--- config.mk ---
export PLATFORM = sky130hd
export DESIGN_NAME = vga_scanout
export DESIGN_NICKNAME = d
export VERILOG_FILES = /design/src/rtl/vga_pkg.sv /design/src/rtl/vga_timing.sv /design/src/rtl/vga_scanout.sv
export SDC_FILE = /design/constraint.sdc
export NUM_CORES = 1
export LEC_CHECK = 0
export CORE_MARGIN = 4
export CORE_UTILIZATION = 40
export DETAILED_ROUTE_END_ITERATION = 6
export PLACE_DENSITY = 0.64
export RECOVER_POWER = 100
export SLEW_MARGIN = 20
export SYNTH_ARGS = -nofsm -noshare
export SYNTH_HDL_FRONTEND = slang
export SYNTH_HIERARCHICAL = 1
export SYNTH_SLANG_ARGS = --single-unit
--- constraint.sdc ---
create_clock -name clk -period 6.9 [get_ports clk]
set_input_delay 1.035 -clock clk [delete_from_list [all_inputs] [get_ports clk]]
set_output_delay 1.035 -clock clk [all_outputs]
set_load 0.1 [all_outputs]
--- src/rtl/vga_pkg.sv ---
// vga_pkg: 640x480@60 timing constants and pixel types shared by the scan-out path.
// Latency: n/a (constants and types only).
// Backpressure: n/a.
package vga_pkg;

  localparam int CNT_W = 10;
  typedef logic [CNT_W-1:0] cnt_t;
  typedef logic [11:0]      color_t;

  // Horizontal line: active, front porch, sync, back porch (pixel clocks)
  localparam cnt_t H_ACTIVE   = 10'd640;
  localparam cnt_t H_FP       = 10'd16;
  localparam cnt_t H_SYNC     = 10'd96;
  localparam cnt_t H_BP       = 10'd48;
  localparam cnt_t H_SYNC_BEG = H_ACTIVE + H_FP;
  localparam cnt_t H_SYNC_END = H_SYNC_BEG + H_SYNC;
  localparam cnt_t H_TOTAL    = H_SYNC_END + H_BP;
  localparam cnt_t H_LAST     = H_TOTAL - cnt_t'(1);
  localparam cnt_t H_ACT_LAST = H_ACTIVE - cnt_t'(1);

  // Vertical frame: active, front porch, sync, back porch (lines)
  localparam cnt_t V_ACTIVE   = 10'd480;
  localparam cnt_t V_FP       = 10'd10;
  localparam cnt_t V_SYNC     = 10'd2;
  localparam cnt_t V_BP       = 10'd33;
  localparam cnt_t V_SYNC_BEG = V_ACTIVE + V_FP;
  localparam cnt_t V_SYNC_END = V_SYNC_BEG + V_SYNC;
  localparam cnt_t V_TOTAL    = V_SYNC_END + V_BP;
  localparam cnt_t V_LAST     = V_TOTAL - cnt_t'(1);
  localparam cnt_t V_ACT_LAST = V_ACTIVE - cnt_t'(1);

  localparam color_t COLOR_BLACK = 12'h000;
  localparam color_t COLOR_WHITE = 12'hFFF;

endpackage

--- src/rtl/vga_timing.sv ---
// vga_timing: free-running h/v raster counters with raw sync, active and blanking decode.
// Latency: decode outputs are combinational from the counter flops (0 clk).
// Backpressure: none; advances every clk.
module vga_timing
  import vga_pkg::*;
(
  input  logic             clk,
  input  logic             rst_n,
  output logic [CNT_W-1:0] h_cnt,
  output logic [CNT_W-1:0] v_cnt,
  output logic             pix_active,
  output logic             hsync_raw,
  output logic             vsync_raw,
  output logic             vblank_raw,
  output logic             frame_origin
);

  cnt_t h_cnt_q, h_cnt_d;
  cnt_t v_cnt_q, v_cnt_d;

  // Next raster position: h wraps every line, v steps only on the h wrap
  always_comb begin
    h_cnt_d = h_cnt_q + cnt_t'(1);
    v_cnt_d = v_cnt_q;
    if (h_cnt_q == H_LAST) begin
      h_cnt_d = '0;
      v_cnt_d = (v_cnt_q == V_LAST) ? '0 : v_cnt_q + cnt_t'(1);
    end
  end

  // Counter state, cleared asynchronously so a restart always begins at (0,0)
  always_ff @(posedge clk or negedge rst_n) begin
    if (!rst_n) begin
      h_cnt_q <= '0;
      v_cnt_q <= '0;
    end else begin
      h_cnt_q <= h_cnt_d;
      v_cnt_q <= v_cnt_d;
    end
  end

  assign h_cnt        = h_cnt_q;
  assign v_cnt        = v_cnt_q;
  assign pix_active   = (h_cnt_q < H_ACTIVE) && (v_cnt_q < V_ACTIVE);
  assign hsync_raw    = !((h_cnt_q >= H_SYNC_BEG) && (h_cnt_q < H_SYNC_END));
  assign vsync_raw    = !((v_cnt_q >= V_SYNC_BEG) && (v_cnt_q < V_SYNC_END));
  assign vblank_raw   = (v_cnt_q >= V_ACTIVE);
  assign frame_origin = (h_cnt_q == '0) && (v_cnt_q == '0);

endmodule

--- src/rtl/vga_scanout.sv ---
// vga_scanout: 640x480 scan-out of an FB_W x FB_H frame buffer, each pixel a 4x4 screen block.
// Latency: rd_addr/rd_en 0 clk, hsync/vsync/de/color 2 clk, in_vblank/frame_start 1 clk after counters.
// Backpressure: none; RAM must return rd_data 1 clk after rd_en. VGA_SCANOUT_BORDER_EN adds a white border.
module vga_scanout
  import vga_pkg::*;
#(
  parameter int FB_W = 160,
  parameter int FB_H = 120
) (
  input  logic        clk,
  input  logic        rst_n,
  output logic [14:0] rd_addr,
  output logic        rd_en,
  input  logic [11:0] rd_data,
  output logic        hsync,
  output logic        vsync,
  output logic [11:0] color,
  output logic        de,
  output logic        in_vblank,
  output logic        frame_start
);

  localparam int ADDR_W = 15;
  localparam int COL_W  = $clog2(FB_W);
  localparam int ROW_W  = $clog2(FB_H);
  localparam logic [ADDR_W-1:0] FB_W_BITS = ADDR_W'(FB_W);

  logic [CNT_W-1:0]  h_cnt, v_cnt;
  logic              pix_active, hsync_raw, vsync_raw, vblank_raw, frame_origin;
  logic [ADDR_W-1:0] col_ext, row_ext, fb_addr;
  logic [ADDR_W-1:0] addr_hold_q, addr_hold_d;
  logic              hs_p1_q, hs_p1_d, vs_p1_q, vs_p1_d, de_p1_q, de_p1_d;
  logic              hsync_q, hsync_d, vsync_q, vsync_d, de_q, de_d;
  color_t            color_q, color_d;
  logic              in_vblank_q, in_vblank_d, frame_start_q, frame_start_d;
  logic              unused_cnt;
`ifdef VGA_SCANOUT_BORDER_EN
  logic              border_p1_q, border_p1_d;
`endif

  vga_timing u_timing (
    .clk          (clk),
    .rst_n        (rst_n),
    .h_cnt        (h_cnt),
    .v_cnt        (v_cnt),
    .pix_active   (pix_active),
    .hsync_raw    (hsync_raw),
    .vsync_raw    (vsync_raw),
    .vblank_raw   (vblank_raw),
    .frame_origin (frame_origin)
  );

  // Low counter bits select the sub-pixel within a 4x4 block and are not part of the address
  assign unused_cnt = ^{h_cnt, v_cnt};
  assign col_ext    = {{(ADDR_W-COL_W){1'b0}}, h_cnt[COL_W+1:2]};
  assign row_ext    = {{(ADDR_W-ROW_W){1'b0}}, v_cnt[ROW_W+1:2]};

  // row*FB_W + col as a constant shift-add over the set bits of FB_W
  always_comb begin
    fb_addr = col_ext;
    for (int i = 0; i < ADDR_W; i++) begin
      if (FB_W_BITS[i]) fb_addr = fb_addr + (row_ext << i);
    end
  end

  // Read strobe is held off during reset; address freezes on the last read during blanking
  assign rd_en   = pix_active & rst_n;
  assign rd_addr = rd_en ? fb_addr : addr_hold_q;

  // Two-stage delay so sync/de meet the RAM data, plus colour mux at the second stage
  always_comb begin
    addr_hold_d   = rd_en ? fb_addr : addr_hold_q;
    hs_p1_d       = hsync_raw;
    vs_p1_d       = vsync_raw;
    de_p1_d       = pix_active;
    hsync_d       = hs_p1_q;
    vsync_d       = vs_p1_q;
    de_d          = de_p1_q;
    color_d       = de_p1_q ? rd_data : COLOR_BLACK;
`ifdef VGA_SCANOUT_BORDER_EN
    border_p1_d   = (h_cnt == '0) || (h_cnt == H_ACT_LAST) ||
                    (v_cnt == '0) || (v_cnt == V_ACT_LAST);
    if (de_p1_q && border_p1_q) color_d = COLOR_WHITE;
`endif
    in_vblank_d   = vblank_raw;
    frame_start_d = frame_origin;
  end

  // Pipeline and status flops; sync lines idle high in reset
  always_ff @(posedge clk or negedge rst_n) begin
    if (!rst_n) begin
      addr_hold_q   <= '0;
      hs_p1_q       <= 1'b1;
      vs_p1_q       <= 1'b1;
      de_p1_q       <= 1'b0;
      hsync_q       <= 1'b1;
      vsync_q       <= 1'b1;
      de_q          <= 1'b0;
      color_q       <= COLOR_BLACK;
      in_vblank_q   <= 1'b0;
      frame_start_q <= 1'b0;
`ifdef VGA_SCANOUT_BORDER_EN
      border_p1_q   <= 1'b0;
`endif
    end else begin
      addr_hold_q   <= addr_hold_d;
      hs_p1_q       <= hs_p1_d;
      vs_p1_q       <= vs_p1_d;
      de_p1_q       <= de_p1_d;
      hsync_q       <= hsync_d;
      vsync_q       <= vsync_d;
      de_q          <= de_d;
      color_q       <= color_d;
      in_vblank_q   <= in_vblank_d;
      frame_start_q <= frame_start_d;
`ifdef VGA_SCANOUT_BORDER_EN
      border_p1_q   <= border_p1_d;
`endif
    end
  end

  assign hsync       = hsync_q;
  assign vsync       = vsync_q;
  assign de          = de_q;
  assign color       = color_q;
  assign in_vblank   = in_vblank_q;
  assign frame_start = frame_start_q;

endmodule

# ---- After elaboration in Yosys (flattened, before gate mapping)
# Cells that the tools add are included.
dict set report word_totals {
  wordCells 38
  inputBits 14
  regBits 55
  out_inout_bits 33
}
dict set report classes {
  reduce_logical 8
  eq_ne 2
  mux 4
  n_addsub 4
  bitwise_logic 1
  order_cmp 7
}
# operator count
set op_table {}
lappend op_table {{10-bit by 1-bit adder with 10-bit output (second input constant)} 2}
lappend op_table {{10-bit == test (second input constant)} 2}
lappend op_table {{10-bit by 9-bit greater-or-equal comparator with 1-bit output (second input constant)} 2}
lappend op_table {{10-bit zero test} 2}
lappend op_table {{10-bit < comparator (second input constant)} 2}
lappend op_table {{10-bit by 9-bit < comparator with 1-bit output (second input constant)} 2}
lappend op_table {{10-bit two-way mux} 2}
lappend op_table {{13-bit by 14-bit adder with 15-bit output} 1}
lappend op_table {{15-bit two-way mux} 1}
lappend op_table {{8-bit by 12-bit adder with 13-bit output} 1}
lappend op_table {{12-bit two-way mux} 1}
lappend op_table {{10-bit greater-or-equal comparator (second input constant)} 1}
lappend op_table {{1-bit logical AND} 4}
lappend op_table {{1-bit zero test} 2}
lappend op_table {{1-bit AND} 1}

# ---- Longest topological paths before layout
dict set report logic_depth {
  ltp_word 4
  mapped_depth 9
  mapped_depth_nobuf 8
}

# ---- Modules after synthesis
# The synthesis kept the hierarchy.
# module instances cells_per_inst area_per_inst_um2
set modules_own_cells {}
lappend modules_own_cells {vga_scanout 1 120 1572.8}
lappend modules_own_cells {vga_timing 1 112 1078.5}

# ---- Worst setup path after synthesis
# No wires, ideal clock.
dict set report synth_timing {
  path_kind {flip-flop to output port}
  from {reg u_timing.v_cnt_q[2] (netlist: u_timing/v_cnt[2])}
  to {out rd_addr[12]}
  stages_incl_launch_ff 9
  arrival_time_ps 4416
  path_buffers 0
  setup_slack_ps 1449
  path_cell_list {dfrtp_1 inv_1 fa_1 inv_1 fa_1 a211oi_2 nor2_1 o31a_1 o31ai_1}
}
dict set report synth_via {
  elab_chain_len 4
  elab_cells_between_ends 6
}
# element line
set synth_rtl {}
lappend synth_rtl {{start, declared} vga_timing.sv:19} ;# cnt_t v_cnt_q, v_cnt_d;
lappend synth_rtl {{start signal, assigned} vga_timing.sv:38} ;# v_cnt_q <= v_cnt_d;
lappend synth_rtl {{branches (longest 3 deep; another with 13-bit by 14-bit adder with 15-bit output)} n/a}
lappend synth_rtl {{15-bit two-way mux *} n/a}
lappend synth_rtl {{end, declared} vga_scanout.sv:12} ;# output logic [14:0] rd_addr,
# Every way passes the cells marked *.

# ---- Worst setup path in the final report
# Same ends and word-level chain as after synthesis.

==> impl_metrics.tcl <==
set metrics [dict create \
    outcome "finished with violations" \
    violations "max-capacitance violations, max-slew violations" \
    synth_area_per_cell_sq_um 11.4 \
    hold_buffers 0 \
    worstPathMaxFanout 9 \
    nets 316 \
    synth_cells 232 \
    ff2ff_path_depth 8 \
    fin_worst_skew_ps 7.62 \
    ios 47 \
    drv_cap 1 \
    via_per_inst 5.14 \
    gp_congestion 0.830 \
    hold_viol 0 \
    portBuffers 46 \
    num_vias 1850 \
    syn_nets 266 \
    finalCritPeriodShare 0.753 \
    clk-insertion-delay-late_ps 310 \
    totalPowerFinal_w 0.000578 \
    cp_num_buf_inv 3 \
    worstPathRequired_ps 5860 \
    antennaDiodeCount 0 \
    coreArea_sq_um 6390 \
    start_kind "flop" \
    cp_top_family "buffers and inverters" \
    wirelength_mm 5.09 \
    synthToLayoutAreaGrowth_pct 23.4 \
    layout-drive-gt1-share 0.0565 \
    clk_path_buf_depth 2 \
    initial_utilization 0.415 \
    dr.pass1.iters 4 \
    drt_iter0_markers 60 \
    layout_common_cells "dfrtp_1, dlygate4sd3_1, ha_1" \
    cts.sinks 55 \
    post-route-util 0.512 \
    grt_max_degree 56 \
    yosysSeqAreaShare 0.521 \
    cellPowerDensity_nw_per_um2 177 \
    hpwl_mm 3.65 \
    synthTopCellsByArea "dfrtp_1, ha_1, dfstp_2, mux2_1, and2_1" \
    path_cells "inv_1, fa_1, inv_1, fa_1, a211oi_1, nor2_1, o31a_1, o31ai_1, dlygate4sd3_1" \
    crit_cells 9 \
    layout_commonest_cell "dfrtp_1" \
    reg2reg_slack_ps 4160 \
    synth_cell_types 50 \
    drc 0 \
    slowest_stage "dlygate4sd3_1" \
    fp-row-count 29 \
    finalSetupViolCount 0 \
    die_h_microns 89.4 \
    p_leak_nw 1.51 \
    worstHoldPathCells 0 \
    grt_pass1_vias 1800 \
    critPathKind "flop to primary output" \
    r2r_end "addr_hold_q[14]" \
    async_flop_share 1.00 \
    maxSlewViolCount 56 \
    grt_first_pass_wirelength_mm 8.71 \
    tns_ps 0 \
    track_usage 0.140 \
    max_slew_margin -0.907 \
    synth_top_area_frac 0.481 \
    ys_ff_latch 55 \
    cts-root-buf "clkbuf_8" \
    ir_drop_mv 0.106 \
    max_stage_delay_ps 1240 \
    antenna_found_initial 0 \
    synthesis.area_sq_um 2650 \
    die_w_microns 89.4 \
    fin_crit_ps 5190 \
    overflow 0 \
    h-tree-depth 2 \
    whs_endpoint "hsync" \
    clk_pin_slew_worst_paths_ps 100 \
    fmax_mhz 193 \
    cts_made_buffers 5 \
    critPathCaptureType "primary output" \
    hold_path.startpoint "hs_p1_q" \
    routedWlPerCell_microns 14.1 \
    post_cts_buffers 0 \
    cts.repair.resized 0 \
    critPathArrivalTime_ps 4160 \
    ant_nets 0 \
    cts_tree "built" \
    synth_edf_count 0 \
    die-area_sq_um 8000 \
    timing.rr.start "u_timing/v_cnt[2]" \
    rsz0062_at_grt "no" \
    hold_class "flop to flop" \
    synthFlopType "dfrtp_1" \
    synth_warnings 6 \
    yosys.area.top_type "dfrtp_1" \
    tightest_slew_ps 2860 \
]
## final cells by class
cell class                 count  area, sq um
clock buffer                   5         68.8
clock inverter                 3         27.5
fill                         598         3120
inverter                      13         48.8
multi-input combinational    160         1190
sequential                    55         1380
tap                           77         96.3
timing repair buffer          47          458
## through the flow
step | instances | worst slack, ps | area, sq um | hold slack [ps]
after floorplan | 232 | 1450 | 2650 | 345
after global placement | 352 | 2180 | 3190 | 346
after detailed placement | 352 | 2170 | 3190 | 347
after CTS | 360 | 1800 | 3290 | 363
after global routing | 360 | 1390 | 3270 | 371
final | 360 | 1710 | 3270 | 361
## power breakdown
group	leakage, nW	switching [W]	internal (W)	total (W)
combinational	0.773	0.0000489	0.0000142	0.0000631
clock	0.0463	0.000113	0.0000748	0.000187
sequential	0.690	0.000000855	0.000327	0.000328
## registers in the layout, summed over array words and instances (netlist names)
signal / flops
vs_p1_q: 1
de: 1
vsync: 1
u_timing/h_cnt: 10
in_vblank: 1
de_d: 1
frame_start: 1
hsync: 1
color: 12
hs_p1_q: 1
addr_hold_q: 15
u_timing/v_cnt: 10
## cell usage after synthesis, drive strengths merged (5+ instances only)
| library cell | instances |
|---|---|
| dfrtp | 51 |
| ha | 18 |
| and2 | 14 |
| inv | 13 |
| nand3 | 13 |
| nand2 | 11 |
| nor2 | 10 |
| mux2 | 9 |
| o21ai | 9 |
| a211oi | 6 |
| nor4 | 6 |
| xnor2 | 6 |
| o31ai | 5 |
| xor2 | 5 |
## logic make-up (layout without fill, tap and decap cells)
logic type | Yosys count | after routing | synth area share
flops | 55 | 55 | 0.521
simple gates | 80 | 80 | 0.171
xor+xnor | 11 | 11 | 0.0363
buf+inv | 17 | 68 | 0.0250
mux | 11 | 11 | 0.0458
fa+ha+maj | 20 | 20 | 0.100
compound gates | 38 | 38 | 0.101
## metal layers
metal  track usage  routed length [microns]  up-vias
li1              -                        -      933
met1         0.195                     2530      875
met2         0.226                     2300       40
met3        0.0249                      220        2
met4        0.0365                       29        0
met5             0                        0        -
## worst max path at each step
stage                           start           to  slack [ps]
CTS                 u_timing/v_cnt[2]  rd_addr[12]        1800
floorplan           u_timing/v_cnt[2]  rd_addr[12]        1450
global route        u_timing/v_cnt[2]  rd_addr[12]        1390
finish              u_timing/v_cnt[2]  rd_addr[12]        1710
global placement    u_timing/v_cnt[2]  rd_addr[12]        2180
detailed placement  u_timing/v_cnt[2]  rd_addr[12]        2170
(Power assumes the default switching activity.)
